## src/rtl/llsc_issue_queue_pkg.sv

```systemverilog
// Shared LL/SC types: memory-op encoding, reservation tracker size and the
// issue-queue entry state.
package llsc_issue_queue_pkg;

  localparam int LLSC_SIZE = 8;

  typedef enum logic [2:0] {
    IS_NO_MEM_INST = 3'd0,
    IS_LD          = 3'd1,
    IS_ST          = 3'd2,
    IS_LDL         = 3'd3,
    IS_STQ         = 3'd4,
    IS_STQ_C       = 3'd5
  } MEM_INST_TYPE;

  typedef enum logic [1:0] {
    Q_EMPTY = 2'd0,
    Q_PEND  = 2'd1,
    Q_WB    = 2'd2,
    Q_DONE  = 2'd3
  } LLSC_Q_STATE;

  function automatic logic is_llsc_op(input MEM_INST_TYPE t);
    return (t == IS_LDL) || (t == IS_STQ) || (t == IS_STQ_C);
  endfunction

endpackage

```

## src/rtl/llsc_issue_queue_if.sv

```systemverilog
// Enqueue, tracker-query and CDB signals of the LL/SC issue queue.
// master = dispatch/tracker/CDB side, slave = the queue itself.
interface llsc_issue_queue_if import llsc_issue_queue_pkg::*; #(
  parameter int DEPTH = LLSC_SIZE,
  parameter int PRF_W = 6,
  parameter int ROB_W = 5
) ();
  localparam int CNT_W = $clog2(DEPTH) + 1;

  logic [1:0]       in_valid;
  MEM_INST_TYPE     in_type     [2];
  logic [63:0]      in_addr     [2];
  logic [PRF_W-1:0] in_dest_prf [2];
  logic [ROB_W-1:0] in_rob_idx  [2];
  logic             in_ready;

  MEM_INST_TYPE     inst1_mem_inst_type;
  MEM_INST_TYPE     inst2_mem_inst_type;
  logic [63:0]      inst1_mem_addr;
  logic [63:0]      inst2_mem_addr;
  logic             inst1_store_success;
  logic             inst2_store_success;

  logic             cdb_valid;
  logic [PRF_W-1:0] cdb_dest_prf;
  logic [ROB_W-1:0] cdb_rob_idx;
  logic [63:0]      cdb_value;
  logic             cdb_ready;

  logic [CNT_W-1:0] count;

  modport master (
    output in_valid, in_type, in_addr, in_dest_prf, in_rob_idx,
    output inst1_store_success, inst2_store_success, cdb_ready,
    input  in_ready, inst1_mem_inst_type, inst2_mem_inst_type,
    input  inst1_mem_addr, inst2_mem_addr,
    input  cdb_valid, cdb_dest_prf, cdb_rob_idx, cdb_value, count
  );

  modport slave (
    input  in_valid, in_type, in_addr, in_dest_prf, in_rob_idx,
    input  inst1_store_success, inst2_store_success, cdb_ready,
    output in_ready, inst1_mem_inst_type, inst2_mem_inst_type,
    output inst1_mem_addr, inst2_mem_addr,
    output cdb_valid, cdb_dest_prf, cdb_rob_idx, cdb_value, count
  );

endinterface

```

## src/rtl/llsc_issue_queue.sv

```systemverilog
// In-order LL/SC issue buffer: two-wide enqueue, two tracker query slots,
// in-order retire with STQ_C results written back over one CDB port.
//   state   | meaning
//   Q_EMPTY | slot free
//   Q_PEND  | enqueued, waiting for a tracker query slot
//   Q_WB    | STQ_C queried, success bit latched, waiting for CDB grant
//   Q_DONE  | LDL/STQ queried, retires without writeback
module llsc_issue_queue import llsc_issue_queue_pkg::*; #(
  parameter int DEPTH = LLSC_SIZE,
  parameter int PRF_W = 6,
  parameter int ROB_W = 5
) (
  input  logic          clock,
  input  logic          reset,
  input  logic          flush,
  llsc_issue_queue_if.slave bus
);
  localparam int IW = $clog2(DEPTH);
  localparam int PW = IW + 1;

  typedef logic [PW-1:0] ptr_t;
  typedef logic [IW-1:0] idx_t;

  LLSC_Q_STATE      st_q   [DEPTH];
  LLSC_Q_STATE      st_d   [DEPTH];
  MEM_INST_TYPE     ty_q   [DEPTH];
  MEM_INST_TYPE     ty_d   [DEPTH];
  logic [63:0]      addr_q [DEPTH];
  logic [63:0]      addr_d [DEPTH];
  logic [PRF_W-1:0] dest_q [DEPTH];
  logic [PRF_W-1:0] dest_d [DEPTH];
  logic [ROB_W-1:0] rob_q  [DEPTH];
  logic [ROB_W-1:0] rob_d  [DEPTH];
  logic             succ_q [DEPTH];
  logic             succ_d [DEPTH];

  ptr_t head_q, head_d, iss_q, iss_d, tail_q, tail_d;
  ptr_t occ;
  idx_t h0_i, h1_i, s0_i, s1_i, t0_i, t1_i, cdb_i;
  logic in_rdy, en_ok, e0, e1;
  logic q1_v, q2_v;
  logic cdb_on_h1, cdb_v, fire, pop0, pop1;
  LLSC_Q_STATE h0_st, h1_st;

  assign occ    = tail_q - head_q;
  assign in_rdy = (occ <= ptr_t'(DEPTH - 2));

  assign h0_i = head_q[IW-1:0];
  assign h1_i = h0_i + idx_t'(1);
  assign s0_i = iss_q[IW-1:0];
  assign s1_i = s0_i + idx_t'(1);
  assign t0_i = tail_q[IW-1:0];
  assign t1_i = t0_i + idx_t'(e0);

  // Slot 2 is checked by the tracker against pre-update state, so a same-address
  // pair would see a stale reservation; it waits one cycle instead.
  assign q1_v = !flush && (st_q[s0_i] == Q_PEND);
  assign q2_v = q1_v && (st_q[s1_i] == Q_PEND) && (addr_q[s1_i] != addr_q[s0_i]);

  assign h0_st     = st_q[h0_i];
  assign h1_st     = st_q[h1_i];
  assign cdb_on_h1 = (h0_st == Q_DONE) && (h1_st == Q_WB);
  assign cdb_v     = !flush && ((h0_st == Q_WB) || cdb_on_h1);
  assign cdb_i     = cdb_on_h1 ? h1_i : h0_i;
  assign fire      = cdb_v && bus.cdb_ready;
  assign pop0      = (h0_st == Q_DONE) || ((h0_st == Q_WB) && fire);
  assign pop1      = pop0 && ((h1_st == Q_DONE) || (cdb_on_h1 && fire));

  assign en_ok = in_rdy && !flush;
  assign e0    = en_ok && bus.in_valid[0] && is_llsc_op(bus.in_type[0]);
  assign e1    = en_ok && bus.in_valid[1] && is_llsc_op(bus.in_type[1]);

  assign bus.in_ready            = in_rdy;
  assign bus.count               = occ;
  assign bus.inst1_mem_inst_type = q1_v ? ty_q[s0_i] : IS_NO_MEM_INST;
  assign bus.inst2_mem_inst_type = q2_v ? ty_q[s1_i] : IS_NO_MEM_INST;
  assign bus.inst1_mem_addr      = q1_v ? addr_q[s0_i] : 64'd0;
  assign bus.inst2_mem_addr      = q2_v ? addr_q[s1_i] : 64'd0;
  assign bus.cdb_valid           = cdb_v;
  assign bus.cdb_dest_prf        = cdb_v ? dest_q[cdb_i] : '0;
  assign bus.cdb_rob_idx         = cdb_v ? rob_q[cdb_i] : '0;
  assign bus.cdb_value           = {63'd0, cdb_v && succ_q[cdb_i]};

  always_comb begin
    st_d   = st_q;
    ty_d   = ty_q;
    addr_d = addr_q;
    dest_d = dest_q;
    rob_d  = rob_q;
    succ_d = succ_q;

    if (q1_v) begin
      st_d[s0_i]   = (ty_q[s0_i] == IS_STQ_C) ? Q_WB : Q_DONE;
      succ_d[s0_i] = bus.inst1_store_success;
    end
    if (q2_v) begin
      st_d[s1_i]   = (ty_q[s1_i] == IS_STQ_C) ? Q_WB : Q_DONE;
      succ_d[s1_i] = bus.inst2_store_success;
    end

    if (pop0) st_d[h0_i] = Q_EMPTY;
    if (pop1) st_d[h1_i] = Q_EMPTY;

    if (e0) begin
      st_d[t0_i]   = Q_PEND;
      ty_d[t0_i]   = bus.in_type[0];
      addr_d[t0_i] = bus.in_addr[0];
      dest_d[t0_i] = bus.in_dest_prf[0];
      rob_d[t0_i]  = bus.in_rob_idx[0];
      succ_d[t0_i] = 1'b0;
    end
    if (e1) begin
      st_d[t1_i]   = Q_PEND;
      ty_d[t1_i]   = bus.in_type[1];
      addr_d[t1_i] = bus.in_addr[1];
      dest_d[t1_i] = bus.in_dest_prf[1];
      rob_d[t1_i]  = bus.in_rob_idx[1];
      succ_d[t1_i] = 1'b0;
    end

    head_d = head_q + ptr_t'(pop0) + ptr_t'(pop1);
    iss_d  = iss_q + ptr_t'(q1_v) + ptr_t'(q2_v);
    tail_d = tail_q + ptr_t'(e0) + ptr_t'(e1);

    if (flush) begin
      for (int i = 0; i < DEPTH; i++) st_d[i] = Q_EMPTY;
      head_d = '0;
      iss_d  = '0;
      tail_d = '0;
    end
  end

  always_ff @(posedge clock or negedge reset) begin
    if (!reset) begin
      for (int i = 0; i < DEPTH; i++) begin
        st_q[i]   <= Q_EMPTY;
        ty_q[i]   <= IS_NO_MEM_INST;
        addr_q[i] <= '0;
        dest_q[i] <= '0;
        rob_q[i]  <= '0;
        succ_q[i] <= 1'b0;
      end
      head_q <= '0;
      iss_q  <= '0;
      tail_q <= '0;
    end else begin
      st_q   <= st_d;
      ty_q   <= ty_d;
      addr_q <= addr_d;
      dest_q <= dest_d;
      rob_q  <= rob_d;
      succ_q <= succ_d;
      head_q <= head_d;
      iss_q  <= iss_d;
      tail_q <= tail_d;
    end
  end

endmodule

```

## src/flat_wrapper.sv

```systemverilog
// flat-port wrapper written by rule: the top's interface ports become plain ports
module llsc_issue_queue_flat import llsc_issue_queue_pkg::*;
#(
  parameter int DEPTH = LLSC_SIZE,
  parameter int PRF_W = 6,
  parameter int ROB_W = 5
)
  (clock, reset, flush, bus_in_valid, bus_in_type, bus_in_addr, bus_in_dest_prf, bus_in_rob_idx, bus_inst1_store_success, bus_inst2_store_success, bus_cdb_ready, bus_in_ready, bus_inst1_mem_inst_type, bus_inst2_mem_inst_type, bus_inst1_mem_addr, bus_inst2_mem_addr, bus_cdb_valid, bus_cdb_dest_prf, bus_cdb_rob_idx, bus_cdb_value, bus_count);
  llsc_issue_queue_if #(.DEPTH(DEPTH), .PRF_W(PRF_W), .ROB_W(ROB_W)) bus_i ();
  input  logic clock;
  input  logic reset;
  input  logic flush;
  input wire logic [$bits(bus_i.in_valid)-1:0] bus_in_valid;
  input wire logic [$bits(bus_i.in_type)-1:0] bus_in_type;
  input wire logic [$bits(bus_i.in_addr)-1:0] bus_in_addr;
  input wire logic [$bits(bus_i.in_dest_prf)-1:0] bus_in_dest_prf;
  input wire logic [$bits(bus_i.in_rob_idx)-1:0] bus_in_rob_idx;
  input wire logic [$bits(bus_i.inst1_store_success)-1:0] bus_inst1_store_success;
  input wire logic [$bits(bus_i.inst2_store_success)-1:0] bus_inst2_store_success;
  input wire logic [$bits(bus_i.cdb_ready)-1:0] bus_cdb_ready;
  output wire logic [$bits(bus_i.in_ready)-1:0] bus_in_ready;
  output wire logic [$bits(bus_i.inst1_mem_inst_type)-1:0] bus_inst1_mem_inst_type;
  output wire logic [$bits(bus_i.inst2_mem_inst_type)-1:0] bus_inst2_mem_inst_type;
  output wire logic [$bits(bus_i.inst1_mem_addr)-1:0] bus_inst1_mem_addr;
  output wire logic [$bits(bus_i.inst2_mem_addr)-1:0] bus_inst2_mem_addr;
  output wire logic [$bits(bus_i.cdb_valid)-1:0] bus_cdb_valid;
  output wire logic [$bits(bus_i.cdb_dest_prf)-1:0] bus_cdb_dest_prf;
  output wire logic [$bits(bus_i.cdb_rob_idx)-1:0] bus_cdb_rob_idx;
  output wire logic [$bits(bus_i.cdb_value)-1:0] bus_cdb_value;
  output wire logic [$bits(bus_i.count)-1:0] bus_count;
  assign bus_i.in_valid = bus_in_valid;
  assign bus_i.in_type = {>>{bus_in_type}};
  assign bus_i.in_addr = {>>{bus_in_addr}};
  assign bus_i.in_dest_prf = {>>{bus_in_dest_prf}};
  assign bus_i.in_rob_idx = {>>{bus_in_rob_idx}};
  assign bus_i.inst1_store_success = bus_inst1_store_success;
  assign bus_i.inst2_store_success = bus_inst2_store_success;
  assign bus_i.cdb_ready = bus_cdb_ready;
  assign bus_in_ready = bus_i.in_ready;
  assign bus_inst1_mem_inst_type = bus_i.inst1_mem_inst_type;
  assign bus_inst2_mem_inst_type = bus_i.inst2_mem_inst_type;
  assign bus_inst1_mem_addr = bus_i.inst1_mem_addr;
  assign bus_inst2_mem_addr = bus_i.inst2_mem_addr;
  assign bus_cdb_valid = bus_i.cdb_valid;
  assign bus_cdb_dest_prf = bus_i.cdb_dest_prf;
  assign bus_cdb_rob_idx = bus_i.cdb_rob_idx;
  assign bus_cdb_value = bus_i.cdb_value;
  assign bus_count = bus_i.count;
  llsc_issue_queue #(.DEPTH(DEPTH), .PRF_W(PRF_W), .ROB_W(ROB_W)) u_core (.clock(clock), .reset(reset), .flush(flush), .bus(bus_i));
endmodule
```

## config.mk

```make
export PLATFORM = sky130hd
export DESIGN_NAME = llsc_issue_queue_flat
export DESIGN_NICKNAME = d
export VERILOG_FILES = /design/src/rtl/llsc_issue_queue_pkg.sv /design/src/rtl/llsc_issue_queue_if.sv /design/src/rtl/llsc_issue_queue.sv /design/src/flat_wrapper.sv
export SDC_FILE = /design/constraint.sdc
export NUM_CORES = 2
export LEC_CHECK = 0
export ABC_AREA = 1
export BUFFER_PORTS_ARGS = -buffer_cell sky130_fd_sc_hd__buf_2
export CAP_MARGIN = 20
export CORE_UTILIZATION = 45
export DETAILED_ROUTE_END_ITERATION = 10
export GPL_ROUTABILITY_DRIVEN = 0
export GPL_TIMING_DRIVEN = 0
export PLACE_DENSITY = 0.75
export REMOVE_ABC_BUFFERS = 1
export SLEW_MARGIN = 20
export SYNTH_ARGS = -nofsm -noshare
export SYNTH_HDL_FRONTEND = slang
export SYNTH_SLANG_ARGS = --single-unit
```

## constraint.sdc

```tcl
create_clock -name clock -period 8 [get_ports clock]
set_input_delay 0.8 -clock clock [delete_from_list [all_inputs] [get_ports clock]]
set_output_delay 0.8 -clock clock [all_outputs]
set_load 0.005 [all_outputs]
```

==> flow_metrics.tcl <==
set metrics [dict create \
    cp_data_arrival_time_ns 7.11 \
    number_of_hold_violations_in_the_final_report 0 \
    detailedPlacementHpwl_um 109000 \
    cts_tree "yes" \
    routed_wirelength_um 181000 \
    max_clock_freq_ghz 0.126 \
    grt_pass1_vias 46100 \
    worst_path_dominant_cell_family "simple AND/OR/NAND/NOR gates" \
    switching_share 0.374 \
    outcome "completed" \
    seq_power_share 0.354 \
    regToRegEndpoint "u_core.iss_q[2]$_DFF_PN0_" \
    initialDrtViolationCount 6462 \
    grt_usage 0.338 \
    share_of_cells_above_drive_strength_1 0.0764 \
    total_power_mw 11.5 \
    cts.root.buffer_cell "sky130_fd_sc_hd__clkbuf_16" \
    port_buffers 315 \
    postSynthRegisterBits 659 \
    main_combinational_cell_family_by_area_after_synthesis "compound AO/OA/AOI/OAI gates" \
    syn_to_final_growth_pct 12.2 \
    place_area_mm2 0.0496 \
    synth_cells 7440 \
    synth_compound_area_frac 0.268 \
    drtPass1Iterations 9 \
    final_nets 7574 \
    grt_overflow_total 0 \
    synthDominantCellAreaShare 0.356 \
    synth_edf_count 0 \
    synthMuxAreaShare 0.00129 \
    die_footprint_mm2 0.104 \
    ys_seq_area_frac 0.356 \
    synth_area_leaders "sky130_fd_sc_hd__dfrtp_1 (36%), sky130_fd_sc_hd__nand2_1 (19%), sky130_fd_sc_hd__o21ai_0 (17%)" \
    final_min_period_over_clock_period 0.989 \
    dr_total_vias 50500 \
    postCtsSetupBuffers 0 \
    pin_count_of_the_biggest_net_entering_global_routing 101 \
    ys_async_sr_fraction 1.00 \
    floorplan.initialDensity 0.455 \
    setup.worst_path.end_class "primary output" \
    final_common_cell "sky130_fd_sc_hd__nand2_1" \
    die_w_um 323 \
    ctsHtreeMaxLevel 3 \
    criticalPathCategory "reg2out" \
    routed-wl-met3_um 22800 \
    drv.max_cap_violation_count 0 \
    clock_latency_on_the_worst_skew_pair_ns 0.65 \
    vias_per_cell 5.72 \
    highest-signal-layer "met5" \
    core_area_mm2 0.102 \
    initial_antenna_violation_count 27 \
    critPathBufInv 5 \
    cell_type_contributing_the_most_total_cell_area_after_synthesis "sky130_fd_sc_hd__dfrtp_1" \
    post_synth_instance_area_mm2 0.0464 \
    holdCritPathClass "in2async" \
    path_common_cell "sky130_fd_sc_hd__nand2_1" \
    met2_wirelength_um 80300 \
    ant_nets 0 \
    final.min_clock_period_ns 7.91 \
    powerDensity_mw_per_mm2 220 \
    power.share.clock 0.309 \
    post_synth_fa_ha_maj_area_fraction 0.00442 \
    power.switching_mw 4.29 \
    cp_max_fo 87 \
    die_extent_in_y_um 323 \
    crit_path_cell_trace "buf_16, inv_6, nand2_1, nand2_8, nor2_4, buf_12, buf_12, nand2_1, nand2_1, nor2_1, nand2_1, nand2_1, nor2_1, nand2_1, nor2_1, nand2_1, nor2_1, nand2_2, nand2_8, nor2_1, buf_2" \
    synth.yosys.warnings 0 \
    worst_ep_required_time_ns 7.20 \
    leakage_nw 26.6 \
    synth_flop_cell "sky130_fd_sc_hd__dfrtp_1" \
    finish_stage_setup_viols 0 \
    timing.rr.start "u_core.iss_q[2]$_DFF_PN0_" \
    number_of_pins_exceeding_their_max_slew_limit_in_the_final_report 0 \
    synth_xor_xnor_area_share 0.00132 \
    clock_sink_count 659 \
    slowest_delay_ns 0.92 \
    tritoncts.num_buffers 73 \
    skew_ns 0.0215 \
    final_core_utilization 0.510 \
    critical_path.slowest_cell "sky130_fd_sc_hd__dfrtp_4" \
    r2r_setup_slack_ns 1.27 \
    rsz_0062_raised_after_global_routing "no" \
    postCtsResizedCells 0 \
    max-vdd-ir-drop_uv 154 \
    detail_route.drc_violations 0 \
    tightestPinTransition_ns 1.21 \
    floorplan.rows 117 \
    final_cell_mix "sky130_fd_sc_hd__nand2_1 (2346), sky130_fd_sc_hd__o21ai_0 (1615), sky130_fd_sc_hd__inv_1 (849), sky130_fd_sc_hd__dfrtp_1 (656), sky130_fd_sc_hd__a21oi_1 (607)" \
    max-slew-margin-rel 0.190 \
    floorplan.io_pins 379 \
    post-route-cell-area_mm2 0.0521 \
    share_comb_of_total_power 0.336 \
    internal_mw 7.17 \
    route.layer.met1.wl_um 66500 \
    worst_setup_hold_path_clk_slew_ns 0.06 \
    r2r.worst_path.cells 24 \
    synth.avg_cell_area_um2 6.23 \
    synth-simple-area-share 0.240 \
    cell_variety_after_synth 44 \
    worstSetupStartpointType "flop" \
    postCtsHoldBufs 0 \
    cts-root-to-sink-buffers 3 \
    num-fill-cells 10100 \
    global_route_wire_length_before_repair_um 270000 \
    routedWlPerCell_um 20.6 \
]
## cell usage after synthesis (all sizes together), types with 3 or more instances
library cell     n
nor2           370
xnor2            4
a21oi          609
ha              10
or2              6
nor3            24
nand3          115
inv            861
o22ai           45
dfrtp          659
o21ai         1658
nand3b           4
fa               4
nand2         2368
a22oi            7
o211ai          80
o221ai           3
clkinv           3
mux2i            6
clkbuf         288
xor2             3
nand4            5
o21a             4
buf            293
## per-layer routing
metal,GRT usage,up-vias
met4,0.217,26
li1,-,23700
met3,0.0862,827
met2,0.532,3183
met1,0.412,22700
met5,0,-
## worst reg2reg max path, stage by stage (launching register included)
cell and delay [ns]:
sky130_fd_sc_hd__dfrtp_4 0.92, sky130_fd_sc_hd__buf_16 0.37, sky130_fd_sc_hd__inv_6 0.25, sky130_fd_sc_hd__nand2_1 0.23
sky130_fd_sc_hd__nand2_8 0.48, sky130_fd_sc_hd__nor2_4 0.64, sky130_fd_sc_hd__buf_12 0.27, sky130_fd_sc_hd__buf_12 0.22
sky130_fd_sc_hd__nand2_1 0.12, sky130_fd_sc_hd__nand2_1 0.06, sky130_fd_sc_hd__nor2_1 0.06, sky130_fd_sc_hd__nand2_1 0.06
sky130_fd_sc_hd__nand2_1 0.08, sky130_fd_sc_hd__nor2_1 0.31, sky130_fd_sc_hd__nand2_1 0.09, sky130_fd_sc_hd__nor2_1 0.30
sky130_fd_sc_hd__nand2_1 0.15, sky130_fd_sc_hd__nor2_1 0.20, sky130_fd_sc_hd__nand2_2 0.29, sky130_fd_sc_hd__nand2_8 0.76
sky130_fd_sc_hd__fa_1 0.35, sky130_fd_sc_hd__inv_1 0.04, sky130_fd_sc_hd__ha_1 0.18, sky130_fd_sc_hd__xnor2_1 0.13
sky130_fd_sc_hd__nor2_1 0.05
## worst max-delay path by stage
stage                         startpoint                   endpoint  slack [ns]  cells past startpoint
6_report       u_core.iss_q[2]$_DFF_PN0_     bus_inst2_mem_addr[60]        0.09                     21
5_1_grt        u_core.iss_q[2]$_DFF_PN0_     bus_inst2_mem_addr[60]         0.1                     21
4_1_cts        u_core.iss_q[2]$_DFF_PN0_     bus_inst2_mem_addr[16]        0.15                     21
3_5_place_dp   u_core.iss_q[2]$_DFF_PN0_     bus_inst2_mem_addr[16]        0.80                     21
3_3_place_gp   u_core.iss_q[0]$_DFF_PN0_     bus_inst2_mem_addr[16]      -29.63                     10
2_1_floorplan  u_core.iss_q[0]$_DFF_PN0_  u_core.iss_q[2]$_DFF_PN0_      -14.80                     13
## sequential cells by signal, summed over array words and instances (netlist names)
signal	count
u_core.succ_q	8
u_core.tail_q	4
u_core.st_q	16
u_core.head_q	4
u_core.rob_q	40
u_core.addr_q	512
u_core.iss_q	3
u_core.dest_q	48
u_core.ty_q	24
## logic make-up (layout without fill, tap and decap cells)
kind of cell               count (synthesis)  after routing
other                                      1             78
buffers and inverters                   1445           1390
adders and majority gates                 14             14
muxes                                      6              6
AOI/OAI and AO/OA                       2414           2414
DFF                                      659            659
xor gates and xnor gates                   7              7
and+or+nand+nor                         2894           2894
## layout make-up
| class | instances | area, µm² | share of cell area |
|---|---|---|---|
| clock inverter | 20 | 235 | 0.00452 |
| multi-input combinational | 5398 | 24300 | 0.467 |
| antenna | 15 | 37.5 | 0.000721 |
| clock buffer | 106 | 2200 | 0.0422 |
| timing repair buffer | 400 | 3750 | 0.0721 |
| sequential | 659 | 16500 | 0.317 |
| inverter | 864 | 3300 | 0.0634 |
| tap | 1368 | 1710 | 0.0329 |
## stage by stage
stage          TNS (ns)  hold slack (ns)  instances  setup slack [ns]
3_3_place_gp          -            0.530       8604            -29.63
2_1_floorplan  -2303.69            0.504       6921            -14.80
3_5_place_dp          0            0.537       8689             0.799
6_report              0           0.0642       8830            0.0859
4_1_cts               0           0.0723       8815             0.145
5_1_grt               0            0.102       8825            0.0995
## power groups by stage
stage          clock [mW]  combinational, mW  sequential [mW]
6_report             3.55               3.86             4.06
5_1_grt              3.68               4.41             4.10
4_1_cts              3.55               3.77             4.05
3_5_place_dp            0               3.74             4.10
3_3_place_gp            0               4.13             4.21
2_1_floorplan           0               3.03             4.13
No activity file was read; power rests on OpenSTA's default activity.
